===== config.mk =====
export PLATFORM = sky130hd
export DESIGN_NAME = vga_timing_ctrl
export DESIGN_NICKNAME = d
export VERILOG_FILES = /design/src/rtl/vga_timing_ctrl.sv
export SDC_FILE = /design/constraint.sdc
export NUM_CORES = 1
export LEC_CHECK = 0
export BUFFER_PORTS_ARGS = -buffer_cell sky130_fd_sc_hd__buf_2
export CORE_MARGIN = 4
export CORE_UTILIZATION = 44
export DETAILED_ROUTE_END_ITERATION = 8
export PLACE_DENSITY_LB_ADDON = 0.25
export REMOVE_ABC_BUFFERS = 1
export SETUP_SLACK_MARGIN = 0.5
export SYNTH_ARGS = -nofsm -noshare
export SYNTH_HDL_FRONTEND = slang
export SYNTH_SLANG_ARGS = --single-unit
export TNS_END_PERCENT = 10

===== constraint.sdc =====
create_clock -name vga_clk -period 2.2 [get_ports vga_clk]
set_clock_uncertainty 0.05 [all_clocks]
set_input_delay 0.11 -clock vga_clk [delete_from_list [all_inputs] [get_ports vga_clk]]
set_output_delay 0.11 -clock vga_clk [all_outputs]
set_load 0.02 [all_outputs]

===== src/rtl/vga_timing_ctrl.sv =====
// VGA raster timing generator and DAC output stage. Sync and blank are delayed
// to line up with pixel data that arrives PIPE_DELAY cycles after hcount/vcount.
module vga_timing_ctrl #(
    parameter int H_VISIBLE   = 640,
    parameter int H_FRONT     = 16,
    parameter int H_SYNC      = 96,
    parameter int H_BACK      = 48,
    parameter int V_VISIBLE   = 480,
    parameter int V_FRONT     = 10,
    parameter int V_SYNC      = 2,
    parameter int V_BACK      = 33,
    parameter int COLOR_DEPTH = 8,
    parameter int PIPE_DELAY  = 1
) (
    input  logic                       vga_clk,
    input  logic                       reset_n,
    output logic [9:0]                 hcount,
    output logic [9:0]                 vcount,
    output logic                       frame_start,
    input  logic [3*COLOR_DEPTH-1:0]   rgb_in,
    output logic [COLOR_DEPTH-1:0]     vga_r,
    output logic [COLOR_DEPTH-1:0]     vga_g,
    output logic [COLOR_DEPTH-1:0]     vga_b,
    output logic                       vga_hs,
    output logic                       vga_vs,
    output logic                       vga_blank_n,
    output logic                       vga_sync_n
);

    localparam int H_TOTAL  = H_VISIBLE + H_FRONT + H_SYNC + H_BACK;
    localparam int V_TOTAL  = V_VISIBLE + V_FRONT + V_SYNC + V_BACK;
    localparam int HS_START = H_VISIBLE + H_FRONT;
    localparam int HS_END   = HS_START + H_SYNC;
    localparam int VS_START = V_VISIBLE + V_FRONT;
    localparam int VS_END   = VS_START + V_SYNC;

    // Stage word layout: {hs, vs, active}; inactive value is hs=1, vs=1, active=0.
    localparam logic [2:0] STAGE_IDLE = 3'b110;

    if (H_TOTAL > 1024 || V_TOTAL > 1024) begin : g_bad_totals
        $fatal(1, "vga_timing_ctrl: H_TOTAL and V_TOTAL must not exceed 1024");
    end
    if (PIPE_DELAY < 0 || PIPE_DELAY > 4) begin : g_bad_delay
        $fatal(1, "vga_timing_ctrl: PIPE_DELAY must be in 0..4");
    end

    logic [9:0]                 hcount_reg;
    logic [9:0]                 hcount_next;
    logic [9:0]                 vcount_reg;
    logic [9:0]                 vcount_next;
    logic [2:0]                 raw_bits;
    logic [2:0]                 dly_reg [0:PIPE_DELAY];
    logic [3*COLOR_DEPTH-1:0]   rgb_reg;
    logic                       act_dly;

    always_comb begin
        hcount_next = hcount_reg + 10'd1;
        vcount_next = vcount_reg;
        if (hcount_reg == 10'(H_TOTAL - 1)) begin
            hcount_next = '0;
            if (vcount_reg == 10'(V_TOTAL - 1)) begin
                vcount_next = '0;
            end else begin
                vcount_next = vcount_reg + 10'd1;
            end
        end
    end

    always_ff @(posedge vga_clk or negedge reset_n) begin
        if (!reset_n) begin
            hcount_reg <= '0;
            vcount_reg <= '0;
        end else begin
            hcount_reg <= hcount_next;
            vcount_reg <= vcount_next;
        end
    end

    // Compare in 11 bits so an end bound of exactly 1024 does not wrap to 0.
    always_comb begin
        raw_bits    = STAGE_IDLE;
        raw_bits[2] = !(({1'b0, hcount_reg} >= 11'(HS_START)) &&
                        ({1'b0, hcount_reg} <  11'(HS_END)));
        raw_bits[1] = !(({1'b0, vcount_reg} >= 11'(VS_START)) &&
                        ({1'b0, vcount_reg} <  11'(VS_END)));
        raw_bits[0] = ({1'b0, hcount_reg} < 11'(H_VISIBLE)) &&
                      ({1'b0, vcount_reg} < 11'(V_VISIBLE));
    end

    for (genvar gi = 0; gi <= PIPE_DELAY; gi++) begin : g_dly
        if (gi == 0) begin : g_first
            always_ff @(posedge vga_clk or negedge reset_n) begin
                if (!reset_n) begin
                    dly_reg[gi] <= STAGE_IDLE;
                end else begin
                    dly_reg[gi] <= raw_bits;
                end
            end
        end else begin : g_rest
            always_ff @(posedge vga_clk or negedge reset_n) begin
                if (!reset_n) begin
                    dly_reg[gi] <= STAGE_IDLE;
                end else begin
                    dly_reg[gi] <= dly_reg[gi-1];
                end
            end
        end
    end

    always_ff @(posedge vga_clk or negedge reset_n) begin
        if (!reset_n) begin
            rgb_reg <= '0;
        end else begin
            rgb_reg <= rgb_in;
        end
    end

    // reset_n gate keeps the pulse low while the counters are held at zero in reset.
    assign frame_start = reset_n && (hcount_reg == 10'd0) && (vcount_reg == 10'd0);

    assign hcount      = hcount_reg;
    assign vcount      = vcount_reg;
    assign act_dly     = dly_reg[PIPE_DELAY][0];
    assign vga_hs      = dly_reg[PIPE_DELAY][2];
    assign vga_vs      = dly_reg[PIPE_DELAY][1];
    assign vga_blank_n = act_dly;
    assign vga_sync_n  = 1'b0;
    assign vga_r       = act_dly ? rgb_reg[3*COLOR_DEPTH-1:2*COLOR_DEPTH] : '0;
    assign vga_g       = act_dly ? rgb_reg[2*COLOR_DEPTH-1:COLOR_DEPTH]   : '0;
    assign vga_b       = act_dly ? rgb_reg[COLOR_DEPTH-1:0]               : '0;

endmodule

* Word level (Yosys, flattened, before mapping)
Cells that the tools add are included.
** Word-level totals
- Logic and storage cells :: 29
- Bits in registers :: 50
** Operators by class
- Add/sub/neg operators :: 2
- Mux-type cells :: 5
- Reductions and logical operators :: 9
- Eq/ne operators :: 2
- $lt $le $gt $ge :: 6
** Operators by type and width (count)
- 8-bit 2-to-1 mux :: 3
- 10-bit by 1-bit adder with 10-bit output (second input constant) :: 2
- 10-bit equality test (second input constant) :: 2
- 10-bit logical NOT :: 2
- 10-bit less-than comparator (second input constant) :: 2
- 10-bit by 9-bit less-than comparator with 1-bit output (second input constant) :: 2
- 10-bit 2-to-1 mux :: 2
- 10-bit >= comparator (second input constant) :: 1
- 10-bit by 9-bit >= comparator with 1-bit output (second input constant) :: 1
- 1-bit logical AND :: 5
- 1-bit logical NOT :: 2

* Depth between registers and ports, before layout
- Depth in word-level cells :: 3
- Gate-level depth with buffers :: 6
- Depth with buffers taken out :: 6

* Least setup slack after synthesis
No wires, ideal clock.
- Path kind :: register to register
- From :: reg hcount_reg[0] (netlist: hcount[0])
- To :: reg vcount_reg[9] (netlist: vcount[9])
- Data required time :: 2.073 ns
- Clock period less this slack :: 2.175 ns
- Setup slack :: 0.025 ns
- Library setup time :: 0.077 ns
- Path buffers :: 1
- Arrival time :: 2.048 ns
- Cell stages (with the launch flop) :: 7
- Cells stage by stage :: dfrtp_1 -> ha_1 -> nand4_1 -> or3_1 -> clkbuf_2 -> or4_1 -> a21oi_1
** On the way
- Cells in the longest elaborated chain, start to end :: 1
** Ends and longest elaborated chain
- start, declared :: line 47 : logic [9:0] hcount_reg;
- start signal, assigned :: line 74 : hcount_reg <= hcount_next;
- 10-bit equality test :: line 59 : if (hcount_reg == 10'(H_TOTAL - 1)) begin
- end signal, assigned :: line 75 : vcount_reg <= vcount_next;
- end, declared :: line 49 : logic [9:0] vcount_reg;
Every way passes these cells.
A chain may end at the register's enable or synchronous reset.

* Final worst setup path
- From :: reg hcount_reg[5] (netlist: hcount[5])
- To :: reg vcount_reg[9] (netlist: vcount[9])
Same word-level chain as after synthesis.

==> reports/metrics.cfg <==
[place]
port_buffers = 73
place_hpwl_microns = 3110
dp_cells = 298
gp_congestion = 0.785
pre_cts_ws_ns = 0.133

[yosys]
synth_cell_types = 34
synth_xor_area_frac = 0.0433
synth_seq_area_share = 0.621
synthAdderAreaFrac = 0.0309
synth-simple-area-share = 0.233
synth_common_cells = 46 x dfrtp_1, 26 x and2_1, 9 x nand2_1, 9 x nor2_1, 8 x nand3_1
yosysMostFrequentCell = dfrtp_1
synth_cells = 174
synth_top_area_cell = dfrtp_1
synthMuxAreaShare = 0
yosysWarnings = 0
synth-edff-count = 0
synthArstFlopShare = 1.00
ys.flop_type = dfrtp_1
syn_avg_cell_area_sq_um = 11.6
synth_area_sq_um = 2020
ys_ff_latch = 50
synth_top_family_by_area = simple AND/OR/NAND/NOR gates
synth_area_leaders = dfrtp_1 57%, and2_1 8.0%, dfstp_2 5.2%
synth-compound-area-share = 0.0489
netlist.area_leader.share = 0.569

[clock_network]
cts_tree = built
numCtsBuffers = 5
insertion_delay_ns = 0.29
cts_root_buf = clkbuf_8
clkTransAtPathRegs_ns = 0.09
clock_path_buffers = 2
cts_sinks = 50
htree_levels = 2

[global_routing]
grt-ovfl-total = 0
antenna_found_initial = 0
grt_pass1_wl_microns = 7220
busiest_layer = met2
grt.met1_usage = 0.188
grt_max_degree = 51
grt_use_met3 = 0.0435
grtUsageMet2 = 0.300
grt_pass1_vias = 1637
track_usage = 0.166

[timing]
finalHoldViolCount = 0
maxSlewViolCount = 0
min_period_ns = 1.93
worst_pin_slew_ns = 0.603
fin_crit_sh = 0.878
finalSetupTns_ns = 0
fmax_mhz = 518
rsz0062_at_grt = true
fin_ws_ns = 0.268
slew_headroom = 0.598
setup_viol = 0

[floorplanning]
start_util = 0.458
row_count = 24
die_x_microns = 75.8
die_h_microns = 75.8
coreArea_sq_um = 4410
ioPinCount = 75
dieArea_sq_um = 5750

[detailed_routing]
drt_iter0_markers = 49
dr.pass1.iters = 4
wl_per_cell_microns = 14.0
wl_microns = 4760
drcViolationCount = 0
ant_nets = 0
vias = 1679
viasPerCell = 4.92

[run_status]
status = complete, no violations

[critical_path]
crit_family = simple AND/OR/NAND/NOR gates
r2r_start = hcount[5]
slowest_delay_ns = 0.49
worstPathArrival_ns = 2.10
cpMaxStageDelayCell = or4_1
critPathKind = register to register
cp_num_buf_inv = 0
cp_cell_sequence = or3_4 -> or3_1 -> or4_1 -> a21oi_1
required_ns = 2.37
cp-start-kind = register
cp-startpoint = hcount[5]
cp_max_fo = 4
endpoint_kind = register

[finish]
fin_cells = 341
layout-drive-gt1-share = 0.398
largest_register_ffs = 24
antennaDiodeCount = 0
finish.utilization = 0.665
area_growth_pct = 45.1
nets = 319

[power]
power.density_nw_per_um2 = 585
peakVddDrop_mv = 0.278
leakage_nw = 1.44

[min_path]
hp-class = register to register
min_from = dly_reg[4]

[flow_run]
maxCapViolCount = 0

## kinds of logic after synthesis
kind of cell	after synthesis
simple gates	82
compound gates	16
buf+inv	10
flops	50
other cells	1
xor+xnor	10
fa+ha+maj	5
## where the power goes
group / internal (mW) / total [mW] / switching (mW)
clock: 0.339 / 0.628 / 0.288
sequential: 0.940 / 0.945 / 0.00445
combinational: 0.0718 / 0.145 / 0.0731
total: 1.35 / 1.72 / 0.366
## per-layer routing
metal	part of all wire	routed length, microns
met5	0	0
met4	0.0073	35
met3	0.079	374
met2	0.51	2420
met1	0.41	1940
## worst reg2reg max path, cell delays in order (launching register included)
cell     delay, ns
dfrtp_1       0.39
or3_4         0.40
or3_1         0.39
or4_1         0.49
a21oi_1       0.15
## final timing paths
check	endpoint	slack, ns	depth (start not counted)
max reg2reg	vcount[9]	0.27	4
min in group asynchronous	hcount[8]	0.46	3
min reg2reg	vga_vs	0.31	0
max in group asynchronous	vcount[1]	1.22	3
max	vcount[9]	0.27	4
min	vga_vs	0.31	0
## what timing repair did
action,4_1_cts,5_1_grt
hold buffers,25,0
pin swaps,4,3
hold endpoints to repair,70,0
endpoints found under the setup margin,10,13
setup buffers,7,3
gates resized for setup,5,7
gates cloned,0,0
## metrics by stage
stage	hold WS [ns]	total power, mW	cell area (sq um)
2_1_floorplan	-0.236	1.01	2000
3_3_place_gp	0.168	1.07	2460
3_5_place_dp	0.169	1.07	2460
4_1_cts	0.310	1.74	2880
5_1_grt	0.318	1.79	2940
6_report	0.309	1.72	2940
## placed cells by master (no fill, tap or decap), drive strengths merged
cell and n:
buf 88, dfrtp 46, and2 27, dlygate4sd3 25, nand2 9, nor2 9
nand3 8, and3 8, o21ai 7, xor2 7, nand4 6, clkbuf 6
ha 5, nor3 4, dfstp 4, inv 4, xnor2 3, or4 3
nor4 2, a31oi 2, a21oi 2, or3 2, nor4b 2, o21ba 1
o211ai 1, o21a 1, nor2b 1, a41oi 1, nand2b 1, o31ai 1
conb 1, clkinvlp 1, bufinv 1
## layout make-up
| cell class | instances | area, sq um |
|---|---|---|
| flip-flops and latches | 50 | 1260 |
| fillers | 337 | 1480 |
| multi-input cells | 114 | 758 |
| inverters | 4 | 15.0 |
| well taps | 52 | 65.1 |
| clock buffers | 6 | 72.6 |
| repair buffers | 113 | 728 |
| clock inverters | 2 | 37.5 |
Power figures use the tool's default switching activity.
